===== src/rtl/gpu_pkg.sv =====
// Shared definitions for the GPU core: scheduler state encoding and the
// instruction opcodes the decoder and scheduler agree on.
package gpu_pkg;

  typedef enum logic [2:0] {
    ST_IDLE    = 3'd0,
    ST_FETCH   = 3'd1,
    ST_DECODE  = 3'd2,
    ST_REQUEST = 3'd3,
    ST_WAIT    = 3'd4,
    ST_EXECUTE = 3'd5,
    ST_UPDATE  = 3'd6,
    ST_DONE    = 3'd7
  } core_state_t;

  localparam logic [3:0] OP_NOP   = 4'h0;
  localparam logic [3:0] OP_BRNZP = 4'h1;
  localparam logic [3:0] OP_CMP   = 4'h2;
  localparam logic [3:0] OP_ADD   = 4'h3;
  localparam logic [3:0] OP_SUB   = 4'h4;
  localparam logic [3:0] OP_MUL   = 4'h5;
  localparam logic [3:0] OP_DIV   = 4'h6;
  localparam logic [3:0] OP_LDR   = 4'h7;
  localparam logic [3:0] OP_STR   = 4'h8;
  localparam logic [3:0] OP_CONST = 4'h9;
  localparam logic [3:0] OP_HALT  = 4'hF;

  function automatic logic [3:0] opcode_of(input logic [15:0] word);
    return word[15:12];
  endfunction

endpackage


===== src/rtl/core_scheduler_if.sv =====
// Bundle between the core scheduler and its neighbours (dispatcher, fetcher,
// decoder, LSUs). master = scheduler side, slave = environment side.
interface core_scheduler_if #(
  parameter int THREADS = 4,
  parameter int PC_W    = 8
);
  import gpu_pkg::*;

  logic               start;
  logic [THREADS-1:0] thread_mask;
  logic               fetch_req;
  logic [PC_W-1:0]    fetch_pc;
  logic               fetch_valid;
  logic [15:0]        fetch_instr;
  logic [15:0]        instr;
  logic               is_ldr;
  logic               is_str;
  logic               is_branch;
  logic               is_cmp;
  logic               is_halt;
  logic               rd_write;
  logic               branch_taken;
  logic [PC_W-1:0]    branch_target;
  logic               lsu_req;
  logic [THREADS-1:0] lsu_done;
  logic               reg_we;
  logic               nzp_we;
  core_state_t        core_state;
  logic               done;

  modport master (
    input  start, thread_mask, fetch_valid, fetch_instr,
    input  is_ldr, is_str, is_branch, is_cmp, is_halt, rd_write,
    input  branch_taken, branch_target, lsu_done,
    output fetch_req, fetch_pc, instr, lsu_req, reg_we, nzp_we, core_state, done
  );

  modport slave (
    output start, thread_mask, fetch_valid, fetch_instr,
    output is_ldr, is_str, is_branch, is_cmp, is_halt, rd_write,
    output branch_taken, branch_target, lsu_done,
    input  fetch_req, fetch_pc, instr, lsu_req, reg_we, nzp_we, core_state, done
  );
endinterface


===== src/rtl/core_scheduler_lsu_join.sv =====
// Joins per-thread LSU completion pulses: sticky accumulator against the
// thread mask captured when the memory request is issued.
module lsu_join #(
  parameter int THREADS = 4
) (
  input  logic               clk,
  input  logic               rst_n,
  input  logic               clear,
  input  logic               accumulate,
  input  logic [THREADS-1:0] thread_mask,
  input  logic [THREADS-1:0] lsu_done,
  output logic               all_done
);

  logic [THREADS-1:0] done_acc_r;
  logic [THREADS-1:0] mask_r;
  logic               all_done_r;

  // Accumulator, captured mask and registered join flag
  always_ff @(posedge clk or negedge rst_n) begin
    if (!rst_n) begin
      done_acc_r <= {THREADS{1'b0}};
      mask_r     <= {THREADS{1'b0}};
      all_done_r <= 1'b0;
    end else if (clear) begin
      done_acc_r <= {THREADS{1'b0}};
      mask_r     <= thread_mask;
      // An empty mask is already joined, so WAIT exits after its first cycle.
      all_done_r <= (thread_mask == {THREADS{1'b0}});
    end else if (accumulate) begin
      done_acc_r <= done_acc_r | lsu_done;
      all_done_r <= (((done_acc_r | lsu_done) & mask_r) == mask_r);
    end else begin
      done_acc_r <= done_acc_r;
      mask_r     <= mask_r;
      all_done_r <= all_done_r;
    end
  end

  // Drive the join flag from its register
  always_comb begin
    all_done = all_done_r;
  end

endmodule


===== src/rtl/core_scheduler.sv =====
// Per-core control FSM: sequences one thread block through fetch, decode,
// memory request/wait, execute and writeback; owns the shared PC.
module core_scheduler
  import gpu_pkg::*;
#(
  parameter int THREADS = 4,
  parameter int PC_W    = 8
) (
  input logic              clk,
  input logic              rst_n,
  core_scheduler_if.master bus
);

  core_state_t     state_r;
  logic [PC_W-1:0] pc_r;
  logic [15:0]     instr_r;
  logic            fetch_req_r;
  logic            lsu_req_r;
  logic            reg_we_r;
  logic            nzp_we_r;
  logic            done_r;
  logic            mem_op_s;
  logic            join_clear_s;
  logic            join_acc_s;
  logic            all_done_s;

  // Decoder-derived memory flag and lsu_join control
  always_comb begin
    mem_op_s     = bus.is_ldr | bus.is_str;
    join_clear_s = (state_r == ST_REQUEST) && mem_op_s;
    join_acc_s   = (state_r == ST_WAIT);
  end

  lsu_join #(.THREADS(THREADS)) u_lsu_join (
    .clk         (clk),
    .rst_n       (rst_n),
    .clear       (join_clear_s),
    .accumulate  (join_acc_s),
    .thread_mask (bus.thread_mask),
    .lsu_done    (bus.lsu_done),
    .all_done    (all_done_s)
  );

  // Main FSM; pulse outputs are set on the edge entering their state
  always_ff @(posedge clk or negedge rst_n) begin
    if (!rst_n) begin
      state_r     <= ST_IDLE;
      pc_r        <= {PC_W{1'b0}};
      instr_r     <= 16'h0000;
      fetch_req_r <= 1'b0;
      lsu_req_r   <= 1'b0;
      reg_we_r    <= 1'b0;
      nzp_we_r    <= 1'b0;
      done_r      <= 1'b0;
    end else begin
      lsu_req_r <= 1'b0;
      reg_we_r  <= 1'b0;
      nzp_we_r  <= 1'b0;
      case (state_r)
        ST_IDLE: begin
          if (bus.start) begin
            state_r     <= ST_FETCH;
            pc_r        <= {PC_W{1'b0}};
            fetch_req_r <= 1'b1;
          end
        end
        ST_FETCH: begin
          if (bus.fetch_valid) begin
            instr_r     <= bus.fetch_instr;
            fetch_req_r <= 1'b0;
            state_r     <= ST_DECODE;
          end
        end
        ST_DECODE: begin
          lsu_req_r <= mem_op_s;
          state_r   <= ST_REQUEST;
        end
        ST_REQUEST: begin
          state_r <= mem_op_s ? ST_WAIT : ST_EXECUTE;
        end
        ST_WAIT: begin
          if (all_done_s) begin
            state_r <= ST_EXECUTE;
          end
        end
        ST_EXECUTE: begin
          reg_we_r <= bus.rd_write & ~bus.is_halt;
          nzp_we_r <= bus.is_cmp & ~bus.is_halt;
          state_r  <= ST_UPDATE;
        end
        ST_UPDATE: begin
          if (bus.is_halt) begin
            done_r  <= 1'b1;
            state_r <= ST_DONE;
          end else begin
            pc_r        <= (bus.is_branch && bus.branch_taken) ? bus.branch_target
                                                               : pc_r + PC_W'(1);
            fetch_req_r <= 1'b1;
            state_r     <= ST_FETCH;
          end
        end
        ST_DONE: begin
          if (!bus.start) begin
            done_r  <= 1'b0;
            state_r <= ST_IDLE;
          end
        end
        default: begin
          state_r     <= ST_IDLE;
          fetch_req_r <= 1'b0;
          done_r      <= 1'b0;
        end
      endcase
    end
  end

  // Drive interface outputs straight from registers
  always_comb begin
    bus.fetch_req  = fetch_req_r;
    bus.fetch_pc   = pc_r;
    bus.instr      = instr_r;
    bus.lsu_req    = lsu_req_r;
    bus.reg_we     = reg_we_r;
    bus.nzp_we     = nzp_we_r;
    bus.core_state = state_r;
    bus.done       = done_r;
  end

endmodule


===== src/flat_wrapper.sv =====
// flat-port wrapper written by rule: the top's interface ports become plain ports
module core_scheduler_flat import gpu_pkg::*;
#(
  parameter int THREADS = 4,
  parameter int PC_W    = 8
)
  (clk, rst_n, bus_start, bus_thread_mask, bus_fetch_valid, bus_fetch_instr, bus_is_ldr, bus_is_str, bus_is_branch, bus_is_cmp, bus_is_halt, bus_rd_write, bus_branch_taken, bus_branch_target, bus_lsu_done, bus_fetch_req, bus_fetch_pc, bus_instr, bus_lsu_req, bus_reg_we, bus_nzp_we, bus_core_state, bus_done);
  core_scheduler_if #(.THREADS(THREADS), .PC_W(PC_W)) bus_i ();
  input logic clk;
  input logic rst_n;
  input wire logic [$bits(bus_i.start)-1:0] bus_start;
  input wire logic [$bits(bus_i.thread_mask)-1:0] bus_thread_mask;
  input wire logic [$bits(bus_i.fetch_valid)-1:0] bus_fetch_valid;
  input wire logic [$bits(bus_i.fetch_instr)-1:0] bus_fetch_instr;
  input wire logic [$bits(bus_i.is_ldr)-1:0] bus_is_ldr;
  input wire logic [$bits(bus_i.is_str)-1:0] bus_is_str;
  input wire logic [$bits(bus_i.is_branch)-1:0] bus_is_branch;
  input wire logic [$bits(bus_i.is_cmp)-1:0] bus_is_cmp;
  input wire logic [$bits(bus_i.is_halt)-1:0] bus_is_halt;
  input wire logic [$bits(bus_i.rd_write)-1:0] bus_rd_write;
  input wire logic [$bits(bus_i.branch_taken)-1:0] bus_branch_taken;
  input wire logic [$bits(bus_i.branch_target)-1:0] bus_branch_target;
  input wire logic [$bits(bus_i.lsu_done)-1:0] bus_lsu_done;
  output wire logic [$bits(bus_i.fetch_req)-1:0] bus_fetch_req;
  output wire logic [$bits(bus_i.fetch_pc)-1:0] bus_fetch_pc;
  output wire logic [$bits(bus_i.instr)-1:0] bus_instr;
  output wire logic [$bits(bus_i.lsu_req)-1:0] bus_lsu_req;
  output wire logic [$bits(bus_i.reg_we)-1:0] bus_reg_we;
  output wire logic [$bits(bus_i.nzp_we)-1:0] bus_nzp_we;
  output wire logic [$bits(bus_i.core_state)-1:0] bus_core_state;
  output wire logic [$bits(bus_i.done)-1:0] bus_done;
  assign bus_i.start = bus_start;
  assign bus_i.thread_mask = bus_thread_mask;
  assign bus_i.fetch_valid = bus_fetch_valid;
  assign bus_i.fetch_instr = bus_fetch_instr;
  assign bus_i.is_ldr = bus_is_ldr;
  assign bus_i.is_str = bus_is_str;
  assign bus_i.is_branch = bus_is_branch;
  assign bus_i.is_cmp = bus_is_cmp;
  assign bus_i.is_halt = bus_is_halt;
  assign bus_i.rd_write = bus_rd_write;
  assign bus_i.branch_taken = bus_branch_taken;
  assign bus_i.branch_target = bus_branch_target;
  assign bus_i.lsu_done = bus_lsu_done;
  assign bus_fetch_req = bus_i.fetch_req;
  assign bus_fetch_pc = bus_i.fetch_pc;
  assign bus_instr = bus_i.instr;
  assign bus_lsu_req = bus_i.lsu_req;
  assign bus_reg_we = bus_i.reg_we;
  assign bus_nzp_we = bus_i.nzp_we;
  assign bus_core_state = bus_i.core_state;
  assign bus_done = bus_i.done;
  core_scheduler #(.THREADS(THREADS), .PC_W(PC_W)) u_core (.clk(clk), .rst_n(rst_n), .bus(bus_i));
endmodule

===== config.mk =====
export PLATFORM = sky130hd
export DESIGN_NAME = core_scheduler_flat
export DESIGN_NICKNAME = d
export VERILOG_FILES = /design/src/rtl/gpu_pkg.sv /design/src/rtl/core_scheduler_if.sv /design/src/rtl/core_scheduler_lsu_join.sv /design/src/rtl/core_scheduler.sv /design/src/flat_wrapper.sv
export SDC_FILE = /design/constraint.sdc
export NUM_CORES = 1
export LEC_CHECK = 0
export BUFFER_PORTS_ARGS = -buffer_cell sky130_fd_sc_hd__buf_2
export CORE_ASPECT_RATIO = 1.5
export CORE_UTILIZATION = 48
export CTS_BUF_LIST = sky130_fd_sc_hd__clkbuf_16
export CTS_CLUSTER_SIZE = 12
export DETAILED_ROUTE_END_ITERATION = 10
export PLACE_DENSITY = 0.78
export SYNTH_ARGS = -nofsm -noshare
export SYNTH_HDL_FRONTEND = slang
export SYNTH_SLANG_ARGS = --single-unit
export TNS_END_PERCENT = 1

===== constraint.sdc =====
create_clock -name clk -period 1.9 [get_ports clk]
set_clock_uncertainty 0.2 [all_clocks]
set_input_delay 0.285 -clock clk [delete_from_list [all_inputs] [get_ports clk]]
set_output_delay 0.285 -clock clk [all_outputs]
set_load 0.03 [all_outputs]

-- After elaboration in Yosys (flattened, before gate mapping)
Index checks and enable logic that the tools add are counted.
- add/sub/neg operators: 1
- equal/unequal tests: 14
- muxes and demuxes: 25
- bitwise gates (word level): 6
- reductions and logical operators: 13
- operators by type and width (cell ; number):
    $mux 8 ; 3
    $pmux 3 s8 ; 1
    $pmux 8 s2 ; 1
    $mux 3 ; 5
    $eq 3x3->1 const B ; 4
    $ne 2x2->1 const B ; 6
    $mux 1 ; 11
    $add 8x1->8 const B ; 1
    $mux 4 ; 2
    $reduce_and 4->1 ; 2
    $eq 3x2->1 const B ; 2
    $reduce_and 3->1 ; 2
    $reduce_bool 2->1 ; 3
    $and 4x4->4 ; 1
    $eq 4x4->1 ; 1
    $logic_not 4->1 ; 1
    $or 4x4->4 ; 1
    $eq 3x1->1 const B ; 1
    $logic_not 3->1 ; 1
    $pmux 1 s3 ; 1
    $reduce_bool 3->1 ; 1
    $and 1x1->1 ; 2
    $logic_and 1x1->1 ; 2
    $pmux 1 s2 ; 1
    other kinds (3) ; 3
- flip-flop bits (word level): 41
- input bits: 43
- output and inout port bits: 32
- logic and storage cells: 70

-- Longest topological paths before layout
Gate-level depths: netlist of the first run.
- depth in word-level cells: 5
- mapped depth: 6
- mapped depth without buffers: 5

-- By module
Synthesis of the first run repeated with hierarchy kept, for this count alone.
- cell total of the unflattened synthesis: 173
- area, all modules: 1935.6 µm²
- by module, submodules not included (module ; times used ; cells each ; area each (µm²) ; sequential area each (µm²)):
    core_scheduler ; 1 ; 139 ; 1551.5 ; 800.8
    lsu_join ; 1 ; 34 ; 384.1 ; 225.2

-- Worst setup path before layout of the first run
Ideal clock, no wire load.
- path type: reg-to-reg
- start point: register u_core.state_r[0], in the netlist u_core.bus.core_state[0]
- end point: register u_core.instr_r[10], in the netlist u_core.bus.instr[10]
- setup time: 125 ps
- arrival time: 1486 ps
- required time: 1575 ps
- slack: 89 ps
- cell stages (with the launch flop): 6
- buffers on the path: 2
- period minus slack after synthesis: 1811 ps
- cells stage by stage: dfrtp_1 nor2b_1 and3_4 buf_6 buf_6 mux2_4
- word-level cells in the longest chain between the ends: 2
- RTL lines (what ; RTL line ; source):
    from (decl) ; core_scheduler.sv:14 ; core_state_t state_r;
    from (signal assigned) ; core_scheduler.sv:79 ; state_r <= mem_op_s ? ST_WAIT : ST_EXECUTE;
    $eq 3x1->1 ; core_scheduler.sv:59 ; case (state_r)
    $reduce_and 2->1 (no line) ; - ;
    to (signal assigned) ; core_scheduler.sv:69 ; instr_r <= bus.fetch_instr;
    to (decl) ; core_scheduler.sv:16 ; logic [15:0] instr_r;
No other way between the ends.
A chain may end at the register's enable or synchronous reset.

-- Worst setup path in the final report of the first run
- start point: register u_core.state_r[0], in the netlist u_core.bus.core_state[0]
- end point: register u_core.instr_r[5], in the netlist u_core.bus.instr[5]
The elaborated chain is that of the path after synthesis.

==> results of run 1 <==
flip-flops by register name, summed over array words and instances, names as in the netlist:
register,flops
u_core.bus.core_state,3
u_core.bus.done,1
u_core.bus.fetch_pc,8
u_core.bus.fetch_req,1
u_core.bus.instr,16
u_core.bus.lsu_req,1
u_core.bus.nzp_we,1
u_core.bus.reg_we,1
u_core.u_lsu_join.all_done,1
u_core.u_lsu_join.done_acc_r,4
u_core.u_lsu_join.mask_r,4
final cells by class:
class	instances	area share
clock inverters	3	0.007114
well taps	43	0.02185
flip-flops and latches	41	0.4167
clock buffers	5	0.05081
inverters	4	0.006098
repair buffers	80	0.1697
multi-input cells	123	0.3277
path summary, 6_finish.rpt:
path | to | slack, ps | cells past startpoint
worst max-delay path | u_core.bus.instr[5] | 160 | 3
worst min-delay path | u_core.u_lsu_join.mask_r[1] | 10 | 3
worst max register to register | u_core.bus.instr[5] | 160 | 3
worst min register to register | u_core.u_lsu_join.mask_r[1] | 280 | 2
max in group asynchronous | u_core.u_lsu_join.mask_r[0] | 750 | 3
min in group asynchronous | u_core.bus.instr[13] | 400 | 3
metrics by stage:
stage	hold slack, ps	instances
after floorplan	-210.6	177
after global routing	19.13	299
after detailed placement	175.5	290
after CTS	11.51	299
final	13.81	299
after global placement	170.0	290
placed cells by master (no fill, tap or decap), types with 3 or more instances in the layout:
master,count
inv_1,4
clkbuf_16,5
mux2_4,9
and3_1,4
nand3_1,4
o2bb2ai_1,6
dfrtp_1,41
nor2_1,18
mux2_2,7
buf_4,5
nor3_1,3
o21ai_0,9
nand2_1,23
a21oi_1,11
buf_2,74
a22oi_1,5
per-layer routing:
layer	wire (um)	GRT usage	vias up
met5	0	0	-
met3	261	0.06322	5
met4	58	0.07105	0
li1	-	-	782
met1	1661	0.2351	774
met2	2077	0.3663	54
kinds of logic after synthesis:
group,count (synthesis)
compound gates,39
fa+ha+maj,1
buf+inv,13
flops,41
mux,17
simple gates,66
report_power, final:
| group | leakage, uW | switching (uW) | internal, uW |
|---|---|---|---|
| Combinational | 0.000657 | 1180 | 739 |
| Clock | 0.0000712 | 323 | 481 |
| Sequential | 0.000511 | 233 | 1250 |
| Total | 0.00124 | 1730 | 2470 |
critical path, stage by stage, from the launching register on:
cell and delay (ps):
dfrtp_1 430, nor2b_1 220, and3_4 400, mux2_2 380
==> flow_summary_export.csv, run 1 <==
group,metric,value,unit
placement,hpwl,2981,um
critical_path,arrival,1710,ps
clocking,cts_buffer_depth,2,
critical_path,critPathKind,"reg -> reg",
route,vias_per_cell,5.401,
yosys,ys.flop_type,"dfrtp_1",
timing,fin_ws,156.6,ps
yosys,synth-edff-count,0,
clocking,ctsHoldBuffers,1,
route,drc_errors,0,
run_status,outcome,"completed",
global_route,track_usage,0.2107,
finish,design_area,0.002462,mm^2
timing,period_needed,1743,ps
timing,finalSetupTns,0,ps
route,via_count,1615,
floorplanning,die_h,79.17,um
floorplanning,pin_count,75,
timing,fin_crit_sh,0.9176,
floorplanning,coreArea,0.003750,mm^2
clocking,clock_latency,280,ps
floorplanning,rows,27,
yosys,yosys.area_share.simple,0.1701,
flow_run,drv_cap,0,
power,leakage,0.001238,uW
yosys,synth_top_area_share,0.5384,
route,final_antenna_net_count,0,
finish,nFillCells,324,
clocking,clk_pin_slew,60,ps
critical_path,startpoint,"u_core.bus.core_state[0]",
yosys,synth_fa_ha_area_frac,0.006566,
worst_hold_path,hold_path_class,"in -> reg",
clocking,cts_buffers,5,
worst_hold_path,hold_path_startpoint,"bus_thread_mask[1]",
yosys,syn_area,0.001906,mm^2
critical_path,crit_path_max_fanout,17,
placement,gp_congestion,0.7751,
timing,relSlewSlack,0.6601,
critical_path,reg2reg_from,"u_core.bus.core_state[0]",
clocking,htreeDepth,2,
finish,layout.area.seq,0.001026,mm^2
clocking,post_cts_buffers,0,
yosys,synthMuxAreaShare,0.1175,
yosys,synth_most_common_cell,"dfrtp_1",
yosys,synthCells,177,
yosys,yosysUniqueCellTypes,36,
power,powerDensity,1708,mW/mm^2
yosys,synth_top_cells_by_area,"dfrtp_1, mux2_4, nand2_1",
floorplanning,dieArea,0.004231,mm^2
yosys,synth.net_count,221,
power,ir_worst_vdd,1.219,mV
global_route,grt_pass1_wl,6499,um
finish,utilization,0.6567,
clocking,tritoncts,"yes",
finish,antenna_cells,0,
critical_path,end_kind,"flop",
yosys,synth_compound_area_frac,0.1293,
yosys,ys_ff_latch,41,
timing,setup_viol,0,
placement,io_buffers,74,
finish,drive_above_1_share,0.4063,
timing,worstMarginPinSlew,509.9,ps
global_route,grt_max_degree,42,
power,finalPower,4205,uW
clocking,cts.sinks,41,
global_route,grt-ovfl-total,0,
critical_path,cp-start-kind,"flop",
placement,dp_worst_setup_slack,175.4,ps
route,wire_per_inst,13.58,um
yosys,syn_avg_cell_area,10.77,um^2
yosys,ys_async_sr_fraction,1.000,
yosys,synthTopCellsByCount,"dfrtp_1, nand2_1, nor2_1",
route,first_pass_iters,4,
route,drt-total-wl,4059,um
clocking,cts.repair.resized,0,
route,first_iter_violations,45,
finish,syn2layout_area_growth,29.22,%
floorplanning,die_w,53.45,um
timing,drv_slew,0,
timing,clock.fmax,573.6,MHz
floorplanning,initial_core_util,0.5082,
yosys,yosysTopAreaCell,"dfrtp_1",
critical_path,cp.required,1860,ps
global_route,grt_pass1_vias,1535,
finish,multi_input_area,807.0,um^2
global_route,antenna_found_initial,0,
timing,rsz0062_at_grt,"false",
yosys,ys_seq_area_frac,0.5384,
yosys,synth_xor_area_frac,0,
timing,hold_viol,0,
yosys,synth_top_family_by_area,"simple AND/OR/NAND/NOR gates",
placement,dpl-instance-area,0.002310,mm^2
yosys,synth_warnings,0,
finish,final_nets,299,
clocking,root_buffer,"clkbuf_16",
(Power assumes the default switching activity.)
==> run 2, diff against run 1 <==
Settings changed: CORE_UTILIZATION 48 to 43, PLACE_DENSITY 0.78 to 0.86.
Clock period 1.9 ns to 1.5 ns, I/O delays scaled along.
==> flow_summary_export.csv, run 2 (synthesis gave the netlist of run 1 again) <==
group,metric,value,unit
power,ir_worst_vdd,1.313,mV
route,drt-total-wl,5242,um
finish,antenna_cells,0,
timing,fin_ws,-61.01,ps
power,leakage,0.001471,uW
critical_path,critPathKind,"reg -> reg",
clocking,cts_buffers,5,
clocking,cts_buffer_depth,2,
critical_path,slowest_stage,"dfrtp_2",
placement,io_buffers,74,
floorplanning,pin_count,75,
critical_path,crit_path_max_fanout,6,
clocking,clock_latency,280,ps
finish,largest_register_ff_count,16,
timing,clock.fmax,640.6,MHz
placement,hpwl,3420,um
run_status,outcome,"finished with violations",
global_route,antenna_found_initial,0,
critical_path,crit_family,"flip-flops",
floorplanning,initial_core_util,0.4489,
critical_path,end_kind,"flop",
clocking,root_buffer,"clkbuf_16",
global_route,grt_pass1_vias,1883,
power,powerDensity,2018,mW/mm^2
worst_hold_path,hold_path_class,"in -> reg",
critical_path,r2r_slack,-60,ps
worst_hold_path,hold_path_depth,2,
global_route,grt_max_degree,42,
floorplanning,die_h,83.53,um
floorplanning,die_w,56.36,um
finish,layout_common_cells,"buf_2, dfrtp_1, dlygate4sd3_1",
finish,drive_above_1_share,0.4664,
critical_path,cp.required,1460,ps
floorplanning,rows,29,
route,via_count,1834,
critical_path,arrival,1520,ps
route,wire_per_inst,15.24,um
timing,relSlewSlack,0.8217,
finish,nFillCells,321,
timing,worstMarginPinSlew,263.7,ps
critical_path,path_depth,4,
flow_run,drv_cap,0,
route,drc_errors,0,
timing,setup_viol,18,
route,final_antenna_net_count,0,
floorplanning,coreArea,0.004245,mm^2
clocking,cts.sinks,41,
timing,drv_slew,0,
critical_path,reg2reg_depth,4,
placement,dp_worst_setup_slack,-125.2,ps
finish,final_common_cell,"buf_2",
critical_path,slowest_delay,410,ps
route,vias_per_cell,5.331,
global_route,grt-ovfl-total,0,
clocking,htreeDepth,2,
timing,rsz0062_at_grt,"true",
finish,syn2layout_area_growth,57.06,%
placement,gp_congestion,0.7924,
clocking,clk_pin_slew,60,ps
timing,period_needed,1561,ps
floorplanning,dieArea,0.004707,mm^2
global_route,track_usage,0.2285,
critical_path,worstPathCellList,"nor2b_4 > and3_4 > clkbuf_16 > mux2_4",
run_status,violations,"setup timing",
route,first_iter_violations,50,
critical_path,cp.buffers_inverters,1,
timing,whs,16.68,ps
clocking,tritoncts,"yes",
global_route,grt_pass1_wl,8466,um
finish,final_nets,341,
finish,utilization,0.7050,
timing,hold_viol,0,
route,first_pass_iters,4,
critical_path,cp-start-kind,"flop",
timing,fin_crit_sh,1.041,
## run 2: final timing paths
path                                             startpoint                           to
worst max register to register     u_core.bus.core_state[0]         u_core.bus.instr[10]
min in group asynchronous                             rst_n       u_core.bus.fetch_pc[7]
max in group asynchronous                             rst_n     u_core.bus.core_state[1]
worst min register to register  u_core.u_lsu_join.mask_r[2]  u_core.u_lsu_join.mask_r[2]
worst min-delay path                     bus_fetch_instr[8]          u_core.bus.instr[8]
worst max-delay path               u_core.bus.core_state[0]         u_core.bus.instr[10]
## run 2: repair_timing
action                                  CTS  global route
hold endpoints to repair                 64             0
gates cloned                              1             1
hold buffers                             24             0
buffers inserted                          2             2
pin swaps                                 2             3
resized for setup                        20            12
endpoints found under the setup margin   26            30
## run 2: where the power goes
| group | switching (uW) | internal [uW] | leakage, uW |
|---|---|---|---|
| Combinational | 1700 | 1410 | 0.000895 |
| Clock | 396 | 601 | 0.0000687 |
| Sequential | 337 | 1590 | 0.000507 |
## run 2: cell type report
class / instances / area, um^2 / share of cell area
clock buffers: 5 / 125.1 / 0.04181
repair buffers: 122 / 855.8 / 0.2860
inverters: 4 / 15.01 / 0.005017
multi-input cells: 123 / 897.1 / 0.2997
clock inverters: 3 / 12.51 / 0.004181
well taps: 46 / 57.56 / 0.01923
flip-flops and latches: 41 / 1030 / 0.3441
## run 2: per-stage QoR
stage | power (uW) | cells | area (um^2) | TNS, ps
after floorplan | 3688 | 177 | 1921 | -3138
after global routing | 6394 | 344 | 2993 | -1794
after detailed placement | 4591 | 306 | 2435 | -2027
after CTS | 5861 | 341 | 2909 | -566.0
after global placement | 4498 | 306 | 2435 | -1148
final | 6041 | 344 | 2993 | -841.6
## run 2: layer usage
metal	GRT usage	part of all wire	vias up	wire length (um)
li1	-	-	863	-
met5	0	0	-	0
met1	0.2590	0.38	892	1990
met2	0.4123	0.55	67	2898
met3	0.04496	0.047	12	245
met4	0.09091	0.021	0	108
==> run 3, diff against run 2 <==
Settings changed: ABC_AREA set to 1, CORE_UTILIZATION 43 to 44, PLACE_DENSITY 0.86 to 0.87, TNS_END_PERCENT 1 to 10.
==> flow_summary_export.csv, run 3 <==
group,metric,value,unit
global_route,grt-ovfl-total,0,
floorplanning,dieArea,0.004747,mm^2
power,p_int,3255,uW
yosys,ys_async_sr_fraction,1.000,
clocking,cts_buffer_depth,2,
yosys,ys_seq_area_frac,0.5216,
timing,period_needed,1487,ps
route,via_count,2010,
placement,gp_congestion,0.8198,
power,switchingPower,2300,uW
power,pwr-share-clk,0.246,
timing,finalSetupTns,0,ps
floorplanning,initial_core_util,0.4633,
power,comb_power_share,0.423,
timing,hold_viol,0,
yosys,synth-edff-count,0,
floorplanning,die_h,83.89,um
worst_hold_path,hold_path_class,"in -> reg",
yosys,yosysUniqueCellTypes,23,
global_route,track_usage,0.2362,
yosys,syn_area,0.001967,mm^2
route,first_iter_violations,132,
finish,layout_common_cells,"nand2_1, buf_2, dfrtp_1",
floorplanning,coreArea,0.004245,mm^2
critical_path,reg2reg_from,"u_core.bus.core_state[1]",
finish,final_nets,412,
yosys,synth.net_count,301,
power,powerDensity,1892,mW/mm^2
timing,drv_slew,0,
global_route,grt_max_degree,21,
yosys,syn_avg_cell_area,7.653,um^2
finish,drive_above_1_share,0.2981,
clocking,post_cts_buffers,0,
clocking,htreeDepth,2,
yosys,synth_top_area_share,0.5216,
route,wire_per_inst,12.13,um
placement,hpwl,3437,um
critical_path,cp-start-kind,"flop",
critical_path,slowest_delay,430,ps
timing,setup_viol,0,
route,drt-total-wl,5032,um
yosys,synth_most_common_cell,"nand2_1",
critical_path,crit_path_max_fanout,5,
timing,whs,5.672,ps
yosys,synth_warnings,0,
timing,relSlewSlack,0.6853,
yosys,synthTopCellsByCount,"nand2_1, dfrtp_1, nor2_1",
route,vias_per_cell,4.843,
run_status,outcome,"completed",
clocking,cts.sinks,41,
floorplanning,pin_count,75,
timing,rsz0062_at_grt,"true",
critical_path,critPathKind,"reg -> out",
finish,final_common_cell,"nand2_1",
floorplanning,rows,29,
clocking,cts_buffers,5,
finish,design_area,0.002937,mm^2
yosys,ys.flop_type,"dfrtp_1",
route,final_antenna_net_count,0,
finish,largest_register_ff_count,16,
timing,worstMarginPinSlew,470.9,ps
placement,io_buffers,74,
yosys,synth_top_cells_by_area,"dfrtp_1, nand2_1, nor2_1",
clocking,root_buffer,"clkbuf_16",
critical_path,slowest_stage,"dfrtp_2",
finish,syn2layout_area_growth,49.30,%
global_route,antenna_found_initial,0,
global_route,grt_pass1_vias,2035,
finish,stdcell_count,415,
yosys,synthCells,257,
placement,dpl-instance-area,0.002441,mm^2
finish,utilization,0.6917,
floorplanning,die_w,56.59,um
critical_path,end_kind,"output port",
clocking,clock_latency,280,ps
yosys,yosysTopAreaCell,"dfrtp_1",
power,p_sw_frac,0.4140,
global_route,grt_pass1_wl,8873,um
finish,antenna_cells,0,
power,leakage,0.001626,uW
critical_path,arrival,1060,ps
timing,fin_crit_sh,0.9915,
timing,clock.fmax,672.4,MHz
critical_path,startpoint,"u_core.bus.core_state[0]",
route,drc_errors,0,
power,sequentialPowerShare,0.330,
route,first_pass_iters,4,
critical_path,worstPathCellList,"buf_4 > buf_2",
worst_hold_path,hold_path_startpoint,"bus_lsu_done[3]",
yosys,ys_ff_latch,41,
clocking,tritoncts,"yes",
clocking,clk_pin_slew,60,ps
critical_path,cp.required,1070,ps
placement,numPlacedInstances,380,
power,ir_worst_vdd,1.330,mV
flow_run,drv_cap,0,
[run 3: changes by cell type after synthesis, moves of 4 or more]
cell / change
and3_1: -4
mux2_2: -7
a22oi_1: -5
o2bb2ai_1: -6
nand2_1: +97
nor2_1: +9
nand3_1: +5
inv_1: +14
nand4_1: +4
mux2_4: -9
a21oi_1: -7
[run 3: layout make-up]
| type | count | area (um^2) |
|---|---|---|
| Tap cell | 46 | 57.56 |
| Fill cell | 322 | 1309 |
| Timing Repair Buffer | 108 | 705.7 |
| Inverter | 21 | 83.83 |
| Sequential cell | 41 | 1032 |
| Clock buffer | 5 | 125.1 |
| Multi-Input combinational cell | 191 | 867.1 |
| Clock inverter | 3 | 65.06 |
[run 3: critical path: cells and delay by family (launching register included)]
family	cells	cell delay, ps
buffers and inverters	2	340
DFF	1	430
[run 3: routing by layer]
layer	up-vias	track usage	routed length (um)
met2	71	0.4150	2622
met3	8	0.04806	264
met5	-	0	0
met4	0	0.09091	74
met1	911	0.2765	2071
li1	1020	-	-
[run 3: repair_timing]
action / CTS / global route
pin swaps: 0 / 3
endpoints found under the hold margin: 66 / 0
hold buffers: 27 / 0
setup endpoints to repair: 4 / 36
gates resized for setup: 1 / 11
[run 3: cells by family after synthesis]
family | after synthesis | share of synthesized area
AO/OA/AOI/OAI | 17 | 0.04453
flip-flops | 41 | 0.5216
AND/OR/NAND/NOR | 170 | 0.3613
buffers and inverters | 25 | 0.05279
adder cells (fa/ha/maj) | 1 | 0.006360
XOR/XNOR | 3 | 0.01336
[run 3: per-stage QoR]
step	worst slack, ps	power (uW)
finish	12.80	5555
CTS	16.65	5502
detailed placement	-9.752	4048
floorplan	2.189	3355
global placement	78.89	3974
global route	-37.63	5902
[run 3: final timing paths]
| path | endpoint | slack (ps) | cells after the start |
|---|---|---|---|
| max | bus_core_state[0] | 10 | 2 |
| min | u_core.u_lsu_join.done_acc_r[3] | 6 | 3 |
| max reg2reg | u_core.bus.core_state[1] | 50 | 6 |
| min reg2reg | u_core.bus.instr[7] | 270 | 2 |
| max in group asynchronous | u_core.bus.core_state[1] | 460 | 3 |
| min in group asynchronous | u_core.bus.nzp_we | 170 | 2 |
[run 3: power by group through the flow]
stage                     Clock (uW)  Sequential, uW  Combinational [uW]
after global placement             0            1820                2160
after floorplan                    0            2410                 940
after CTS                       1390            1820                2290
final                           1370            1830                2350
after detailed placement           0            1820                2230
after global routing            1430            1880                2590
